### config.mk
export PLATFORM = sky130hd
export DESIGN_NAME = ysyx_22040237_core_ctrl_flat
export DESIGN_NICKNAME = d
export VERILOG_FILES = /design/src/rtl/ysyx_22040237_core_ctrl_if.sv /design/src/rtl/ysyx_22040237_core_ctrl.sv /design/src/flat_wrapper.sv
export SDC_FILE = /design/constraint.sdc
export NUM_CORES = 1
export LEC_CHECK = 0
export ABC_AREA = 1
export CORE_UTILIZATION = 30
export DETAILED_ROUTE_END_ITERATION = 10
export PLACE_DENSITY = 0.71
export SLEW_MARGIN = 20
export SYNTH_ARGS = -nofsm -noshare
export SYNTH_HDL_FRONTEND = slang
export SYNTH_SLANG_ARGS = --single-unit
### constraint.sdc
create_clock -name clk -period 1.46 [get_ports clk]
set_clock_uncertainty 0.1 [all_clocks]
set_input_delay 0.292 -clock clk [delete_from_list [all_inputs] [get_ports clk]]
set_output_delay 0.292 -clock clk [all_outputs]
set_load 0.01 [all_outputs]
### src/rtl/ysyx_22040237_core_ctrl_if.sv
// Instruction-fetch handshake between the core sequencer and instruction memory.
// The master drives a valid/ready request; the slave returns a response-valid and the instruction.
interface ysyx_22040237_core_ctrl_if;
    logic        req_valid;
    logic        req_ready;
    logic [31:0] req_addr;
    logic        rsp_valid;
    logic [31:0] rsp_inst;

    modport master (
        output req_valid,
        output req_addr,
        input  req_ready,
        input  rsp_valid,
        input  rsp_inst
    );

    modport slave (
        input  req_valid,
        input  req_addr,
        output req_ready,
        output rsp_valid,
        output rsp_inst
    );
endinterface

### src/rtl/ysyx_22040237_core_ctrl.sv
// Multi-cycle NPC sequencer: owns the PC, fetches, gates execute/writeback, halts on ebreak/fault.
// Define YSYX_22040237_PERF_CNT_EN to build the 64-bit cycle and retired-instruction counters.
module ysyx_22040237_core_ctrl #(
    parameter logic [31:0] RESET_PC  = 32'h8000_0000,
    parameter int unsigned FETCH_TMO = 1024
) (
    input  logic                             clk,
    input  logic                             rst_n,
    ysyx_22040237_core_ctrl_if.master        ifu,
    output logic [31:0]                      pc,
    output logic [31:0]                      inst_q,
    input  logic                             dec_ebreak,
    input  logic                             dec_rd_w_en,
    output logic                             exu_valid,
    input  logic                             exu_done,
    input  logic                             exu_npc_vld,
    input  logic [31:0]                      exu_npc,
    output logic                             wb_en,
    output logic                             halt,
    output logic                             halt_err,
    output logic [63:0]                      cycle_cnt,
    output logic [63:0]                      inst_cnt
);

    localparam int unsigned TmoW = $clog2(FETCH_TMO + 1);
    // Counter value seen in the last FETCH_WAIT cycle before the fault halt.
    localparam logic [TmoW-1:0] TmoLast = TmoW'(FETCH_TMO - 2);

    typedef enum logic [2:0] {
        StIdle,
        StFetchReq,
        StFetchWait,
        StExec,
        StWb,
        StHalt
    } state_e;

    state_e            state_q, state_d;
    logic [31:0]       pc_q, pc_d;
    logic [31:0]       inst_lat_q, inst_lat_d;
    logic              npc_vld_q, npc_vld_d;
    logic [31:0]       npc_q, npc_d;
    logic [TmoW-1:0]   tmo_q, tmo_d;
    logic              exec_first_q, exec_first_d;
    logic              halt_err_q, halt_err_d;

    always_comb begin
        state_d      = state_q;
        pc_d         = pc_q;
        inst_lat_d   = inst_lat_q;
        npc_vld_d    = npc_vld_q;
        npc_d        = npc_q;
        tmo_d        = tmo_q;
        exec_first_d = 1'b0;
        halt_err_d   = halt_err_q;
        unique case (state_q)
            StIdle: state_d = StFetchReq;
            StFetchReq: begin
                if (ifu.req_ready) begin
                    state_d = StFetchWait;
                    tmo_d   = '0;
                end
            end
            StFetchWait: begin
                // A response arriving in the timeout cycle still wins.
                if (ifu.rsp_valid) begin
                    inst_lat_d   = ifu.rsp_inst;
                    tmo_d        = '0;
                    exec_first_d = 1'b1;
                    state_d      = StExec;
                end else if (tmo_q == TmoLast) begin
                    tmo_d      = '0;
                    halt_err_d = 1'b1;
                    state_d    = StHalt;
                end else begin
                    tmo_d = tmo_q + TmoW'(1);
                end
            end
            StExec: begin
                if (exec_first_q && dec_ebreak) begin
                    halt_err_d = 1'b0;
                    state_d    = StHalt;
                end else if (exu_done) begin
                    if (exu_npc_vld && (exu_npc[1:0] != 2'b00)) begin
                        halt_err_d = 1'b1;
                        state_d    = StHalt;
                    end else begin
                        npc_vld_d = exu_npc_vld;
                        npc_d     = exu_npc;
                        state_d   = StWb;
                    end
                end
            end
            StWb: begin
                pc_d    = npc_vld_q ? npc_q : pc_q + 32'd4;
                state_d = StFetchReq;
            end
            StHalt: state_d = StHalt;
            default: state_d = StIdle;
        endcase
    end

    always_ff @(posedge clk) begin
        if (!rst_n) begin
            state_q      <= StIdle;
            pc_q         <= RESET_PC;
            inst_lat_q   <= 32'h0;
            npc_vld_q    <= 1'b0;
            npc_q        <= 32'h0;
            tmo_q        <= '0;
            exec_first_q <= 1'b0;
            halt_err_q   <= 1'b0;
        end else begin
            state_q      <= state_d;
            pc_q         <= pc_d;
            inst_lat_q   <= inst_lat_d;
            npc_vld_q    <= npc_vld_d;
            npc_q        <= npc_d;
            tmo_q        <= tmo_d;
            exec_first_q <= exec_first_d;
            halt_err_q   <= halt_err_d;
        end
    end

    always_comb begin
        ifu.req_valid = (state_q == StFetchReq);
        exu_valid     = (state_q == StExec);
        wb_en         = (state_q == StWb) && dec_rd_w_en;
        halt          = (state_q == StHalt);
    end

    assign ifu.req_addr = pc_q;
    assign pc           = pc_q;
    assign inst_q       = inst_lat_q;
    assign halt_err     = halt_err_q;

`ifdef YSYX_22040237_PERF_CNT_EN
    logic [63:0] cycle_cnt_q, cycle_cnt_d;
    logic [63:0] inst_cnt_q, inst_cnt_d;
    logic        retire;

    always_comb begin
        // An ebreak retires on its way into HALT; everything else retires in WB.
        retire      = (state_q == StWb) ||
                      ((state_q == StExec) && exec_first_q && dec_ebreak);
        cycle_cnt_d = (state_q != StHalt) ? cycle_cnt_q + 64'd1 : cycle_cnt_q;
        inst_cnt_d  = retire ? inst_cnt_q + 64'd1 : inst_cnt_q;
    end

    always_ff @(posedge clk) begin
        if (!rst_n) begin
            cycle_cnt_q <= 64'h0;
            inst_cnt_q  <= 64'h0;
        end else begin
            cycle_cnt_q <= cycle_cnt_d;
            inst_cnt_q  <= inst_cnt_d;
        end
    end

    assign cycle_cnt = cycle_cnt_q;
    assign inst_cnt  = inst_cnt_q;
`else
    assign cycle_cnt = 64'h0;
    assign inst_cnt  = 64'h0;
`endif

endmodule
### src/flat_wrapper.sv
// flat-port wrapper written by rule: the top's interface ports become plain ports
module ysyx_22040237_core_ctrl_flat 
#(
    parameter logic [31:0] RESET_PC  = 32'h8000_0000,
    parameter int unsigned FETCH_TMO = 1024
)
  (clk, rst_n, pc, inst_q, dec_ebreak, dec_rd_w_en, exu_valid, exu_done, exu_npc_vld, exu_npc, wb_en, halt, halt_err, cycle_cnt, inst_cnt, ifu_req_valid, ifu_req_addr, ifu_req_ready, ifu_rsp_valid, ifu_rsp_inst);
  ysyx_22040237_core_ctrl_if ifu_i ();
  input  logic clk;
  input  logic rst_n;
  output logic [31:0] pc;
  output logic [31:0] inst_q;
  input  logic dec_ebreak;
  input  logic dec_rd_w_en;
  output logic exu_valid;
  input  logic exu_done;
  input  logic exu_npc_vld;
  input  logic [31:0] exu_npc;
  output logic wb_en;
  output logic halt;
  output logic halt_err;
  output logic [63:0] cycle_cnt;
  output logic [63:0] inst_cnt;
  output wire logic [$bits(ifu_i.req_valid)-1:0] ifu_req_valid;
  output wire logic [$bits(ifu_i.req_addr)-1:0] ifu_req_addr;
  input wire logic [$bits(ifu_i.req_ready)-1:0] ifu_req_ready;
  input wire logic [$bits(ifu_i.rsp_valid)-1:0] ifu_rsp_valid;
  input wire logic [$bits(ifu_i.rsp_inst)-1:0] ifu_rsp_inst;
  assign ifu_req_valid = ifu_i.req_valid;
  assign ifu_req_addr = ifu_i.req_addr;
  assign ifu_i.req_ready = ifu_req_ready;
  assign ifu_i.rsp_valid = ifu_rsp_valid;
  assign ifu_i.rsp_inst = ifu_rsp_inst;
  ysyx_22040237_core_ctrl #(.RESET_PC(RESET_PC), .FETCH_TMO(FETCH_TMO)) u_core (.clk(clk), .rst_n(rst_n), .ifu(ifu_i), .pc(pc), .inst_q(inst_q), .dec_ebreak(dec_ebreak), .dec_rd_w_en(dec_rd_w_en), .exu_valid(exu_valid), .exu_done(exu_done), .exu_npc_vld(exu_npc_vld), .exu_npc(exu_npc), .wb_en(wb_en), .halt(halt), .halt_err(halt_err), .cycle_cnt(cycle_cnt), .inst_cnt(inst_cnt));
endmodule
==> impl_metrics.ini, run 1 <==
[critical_path]
cp_max_fo = 4
required_ps = 1070
worstSetupEndpointType = primary output
arrival_ps = 1260
criticalPathCategory = flip-flop to primary output
worstSetupStartpointType = flip-flop

[global_routing]
grt_overflow = 0
track_usage_pct = 19.1
grt_pass1_vias = 6357
antenna_found_initial = 1
grt_pass1_wl_um = 32900
grt_max_degree = 38

[clock_network]
cts_htree_levels = 4
cts_tree = yes
numCtsBuffers = 17
cts.path.max_buffers = 2
hold_buffers = 0
numClockSinks = 113
path_clk_slew_ps = 60
clock_latency_ps = 430
cts-root-buf = clkbuf_16

[power]
combPwrFrac_pct = 30.3
p_int_mw = 7.51
switching_share_pct = 33.0
p_switching_mw = 3.71
cellLeakagePower_nw = 4.78
p_clk_share_pct = 37.3
max-vdd-ir-drop_mv = 0.914
pwr_density_cell_nw_per_um2 = 1050
seq_power_share_pct = 32.4

[sta]
fin_crit_ps = 1650
setup_viol = 110
finalHoldViolations = 0
max_freq_mhz = 607
period_share_pct = 113
slew_violations = 0
layout_setup_ws_ps = -188
rsz0062_at_grt = true

[synth]
avgSynthCellArea_sq_um = 6.83
synth_warnings = 0
yosysSeqAreaShare_pct = 34.9
ys_ff_latch = 113
synth_cell_type_count = 39
synthCells = 950
synthesis.area_sq_um = 6490

[placement]
placed_cells = 1445
gp_congestion = 0.904
placed_area_sq_um = 8640
dp_slack_ps = -472
dp_hpwl_um = 13900
io_buffers = 172

[drt]
drtIter0Drc = 364
drc = 0
postRouteAntennaNets = 0
routed_wl_um = 23400
dr.pass1.iters = 6
wire_per_inst_um = 15.4
num_vias = 7062
avgViaCountPerCell = 4.65

[layout]
drive_gt1_share_pct = 40.7
syn2layout_area_growth_pct = 65.3
nets = 1305
n_antenna_cell = 0
fin_cells = 1518
multi_input_area_sq_um = 4110
design_area_sq_um = 10700
regArea_sq_um = 2360
final_common_cell = nor2_1
final_cell_mix = 138 x nor2_1, 128 x conb_1, 104 x buf_4, 98 x nand2_1, 78 x dfxtp_1
fillCellCount = 1909

[die]
num_rows = 53
start_util_pct = 30.8
die_area_sq_um = 22200
die_h_um = 149
io_pins = 301
die_x_um = 149
core_sq_um = 21100

[job]
maxCapViolations = 0

[run_status]
violations = negative setup slack
status = complete, but fails checks

[worst_hold_path]
min_path_type = primary input to flip-flop
## worst paths after layout
kind,start,slack (ps),to,cells past startpoint
worst min register to register,u_core.npc_q[12],360,u_core.ifu.req_addr[12],2
worst min-delay path,rst_n,140,u_core.npc_q[7],3
worst max register to register,u_core.state_q[1],-190,u_core.inst_q[9],10
worst max-delay path,u_core.state_q[1],-190,ifu_req_valid,5
## cells in the mapped netlist, drive strengths merged
cell type	instances	area (sq um)
conb	1	3.75
o221ai	1	8.76
nor3	7	35.0
o21ai	97	497
ha	3	37.5
a211oi	3	22.5
clkinv	3	11.3
nand4	8	50.1
nor3b	1	7.51
nand2	143	544
or2	2	12.5
inv	50	188
nor2	227	882
buf	177	1290
clkbuf	16	60.1
dfxtp	113	2260
o22ai	1	6.26
a21o	1	7.51
o211ai	2	15.0
o31ai	2	15.0
nand3b	2	15.0
o21bai	3	22.5
xor2	4	35.0
a311oi	1	8.76
a21oi	42	210
a31oi	4	25.0
nand3	36	213
## what timing repair did
item	CTS	global route
resized for setup	528	219
cloned	8	1
pin swaps	47	84
setup buffers	23	14
endpoints found under the setup margin	213	149
## cell type report
| cell class | instances | share of cell area (%) |
|---|---|---|
| clock inverter | 15 | 1.49 |
| inverter | 53 | 2.16 |
| clock buffer | 17 | 3.97 |
| multi-input combinational | 718 | 38.3 |
| timing repair buffer | 327 | 28.8 |
| tap | 275 | 3.21 |
| sequential | 113 | 22.0 |
## power groups by stage
stage / clock [mW] / sequential (mW) / combinational [mW]
finish: 4.18 / 3.64 / 3.40
global route: 4.39 / 3.67 / 3.66
CTS: 4.20 / 3.62 / 3.19
detailed placement: 0 / 3.67 / 2.64
global placement: 0 / 3.66 / 2.61
floorplan: 0 / 3.75 / 1.48
## cell families after synthesis
family,count (synthesis),synth area share [%]
other cells,1,0.0578
flops,113,34.9
buf+inv,246,23.9
xor+xnor,4,0.540
compound gates,157,12.9
fa+ha+maj,3,0.579
simple gates,426,27.1
## through the flow
step	total power [mW]	setup TNS, ps	hold WS (ps)	util (%)
after CTS	11.0	-8760	131	47.2
after global placement	6.27	-26680	347	41.0
final	11.2	-11960	135	50.8
after global routing	11.7	-19840	141	50.8
after detailed placement	6.31	-30870	351	41.0
after floorplan	5.23	0	327	-
## worst max-delay path, stage by stage (launching register included)
cell,delay [ps]
dfxtp_4,380
inv_6,50
buf_4,130
nand3_4,110
inv_2,50
buf_6,110
## per-layer routing
metal | track usage [%] | vias up | routed length (um)
li1 | - | 3330 | -
met1 | 21.7 | 3301 | 8760
met2 | 33.6 | 363 | 12100
met3 | 5.50 | 66 | 1840
met4 | 7.55 | 2 | 686
met5 | 0 | - | 13
## sequential cells by signal, indices dropped and copies added, names as in the netlist
register / flops
u_core.ifu.req_addr: 32
u_core.inst_q: 32
u_core.npc_q: 32
u_core.tmo_q: 11
u_core.state_q: 3
u_core.exec_first_q: 1
u_core.halt_err: 1
u_core.npc_vld_q: 1
(Power assumes the default switching activity.)
==> run 2: changes to the inputs <==
--- a/constraint.sdc
+++ b/constraint.sdc
@@ -3,3 +3,3 @@
 set_input_delay 0.292 -clock clk [delete_from_list [all_inputs] [get_ports clk]]
 set_output_delay 0.292 -clock clk [all_outputs]
-set_load 0.01 [all_outputs]
+set_load 0.005 [all_outputs]
==> impl_metrics.ini, run 2 (synthesized netlist as in run 1, its figures left out) <==
[drt]
num_vias = 7119
postRouteAntennaNets = 0
wire_per_inst_um = 15.1
drc = 0
routed_wl_um = 23200
avgViaCountPerCell = 4.64
drtIter0Drc = 440
dr.pass1.iters = 6

[sta]
setup_tns_ps = -13200
fin_crit_ps = 1750
period_share_pct = 120
slew_violations = 0
setup_viol = 112
layout_setup_ws_ps = -292
rsz0062_at_grt = true
finalHoldViolations = 0
max_freq_mhz = 571

[critical_path]
arrival_ps = 1970
required_ps = 1680
worstSetupEndpointType = flip-flop
r2r_slack_ps = -290
criticalPathCategory = flip-flop to flip-flop
cp_max_fo = 4
worstSetupStartpointType = flip-flop

[clock_network]
path_clk_slew_ps = 60
cts_tree = yes
cts_htree_levels = 4
hold_buffers = 0
clock_latency_ps = 430
cts.path.max_buffers = 2
cts-root-buf = clkbuf_16
numCtsBuffers = 17
numClockSinks = 113

[power]
combPwrFrac_pct = 29.4
seq_power_share_pct = 32.7
pwr_density_cell_nw_per_um2 = 1040
switching_share_pct = 31.4
p_switching_mw = 3.48
p_total_mw = 11.1
cellLeakagePower_nw = 4.98
max-vdd-ir-drop_mv = 0.783
p_clk_share_pct = 37.9
p_int_mw = 7.60

[die]
die_h_um = 149
start_util_pct = 30.8
die_area_sq_um = 22200
core_sq_um = 21100
die_x_um = 149
io_pins = 301
num_rows = 53

[global_routing]
antenna_found_initial = 2
grt_overflow = 0
track_usage_pct = 18.8
grt_max_degree = 38
grt_pass1_vias = 6562
grt_pass1_wl_um = 32800

[layout]
syn2layout_area_growth_pct = 63.9
final_common_cell = nor2_1
multi_input_area_sq_um = 3980
drive_gt1_share_pct = 38.7
nets = 1322
n_antenna_cell = 0
design_area_sq_um = 10600
final_cell_mix = 152 x nor2_1, 128 x conb_1, 107 x buf_4, 98 x nand2_1, 76 x dfxtp_1
post-route-util_pct = 50.4
regArea_sq_um = 2340
fillCellCount = 1899

[run_status]
violations = negative setup slack
status = complete, but fails checks

[placement]
io_buffers = 172
placed_area_sq_um = 8630
dp_hpwl_um = 14000
gp_congestion = 0.917

[job]
maxCapViolations = 0

[worst_hold_path]
min_path_type = primary input to flip-flop
==> run 2: worst max-delay path, stage by stage, from the launching register on <==
cell and delay [ps]:
dfxtp_2 340, buf_6 140, nand2_4 80, nor2_4 220
nand2_2 110, buf_4 150, o21bai_1 180, nand3_1 110
a21oi_1 200
==> run 2: power groups by stage <==
stage	registers, mW	logic [mW]	clock network (mW)
after floorplan	3.67	1.39	0
after global placement	3.66	2.45	0
after detailed placement	3.67	2.46	0
after CTS	3.61	2.91	4.26
after global routing	3.66	3.53	4.41
final	3.62	3.26	4.20
==> run 2: through the flow <==
step	std cells	setup slack, ps	hold slack [ps]
CTS	1522	-237	101
floorplan	1077	31.2	327
finish	1535	-292	115
global route	1535	-332	121
detailed placement	1446	-440	345
global placement	1446	-381	344
==> run 2: final timing paths <==
kind	from	end	cells after the start
min	rst_n	u_core.npc_q[6]	3
max	u_core.ifu.req_addr[15]	u_core.ifu.req_addr[21]	8
max reg2reg	u_core.ifu.req_addr[15]	u_core.ifu.req_addr[21]	8
min reg2reg	u_core.npc_q[11]	u_core.ifu.req_addr[11]	2
==> run 2: what timing repair did <==
item / CTS / global route
pin swaps: 47 / 80
gates resized for setup: 485 / 177
gates cloned: 4 / 3
setup buffers: 46 / 13
setup endpoints to repair: 213 / 123
==> run 2: layout make-up <==
class / count / share of cell area, %
multi-input combinational: 718 / 37.5
timing repair buffer: 344 / 29.6
sequential: 113 / 22.0
clock buffer: 18 / 4.13
tap: 275 / 3.24
inverter: 53 / 2.15
clock inverter: 14 / 1.45
==> run 2: routing by layer <==
layer / routed length, um / part of all wire (%) / up-vias / GRT usage (%)
met1: 8650 / 37 / 3279 / 20.8
li1: - / - / 3357 / -
met5: 11 / 0.047 / - / 0
met4: 910 / 3.9 / 2 / 7.14
met3: 2120 / 9.1 / 89 / 5.84
met2: 11500 / 50 / 392 / 33.4
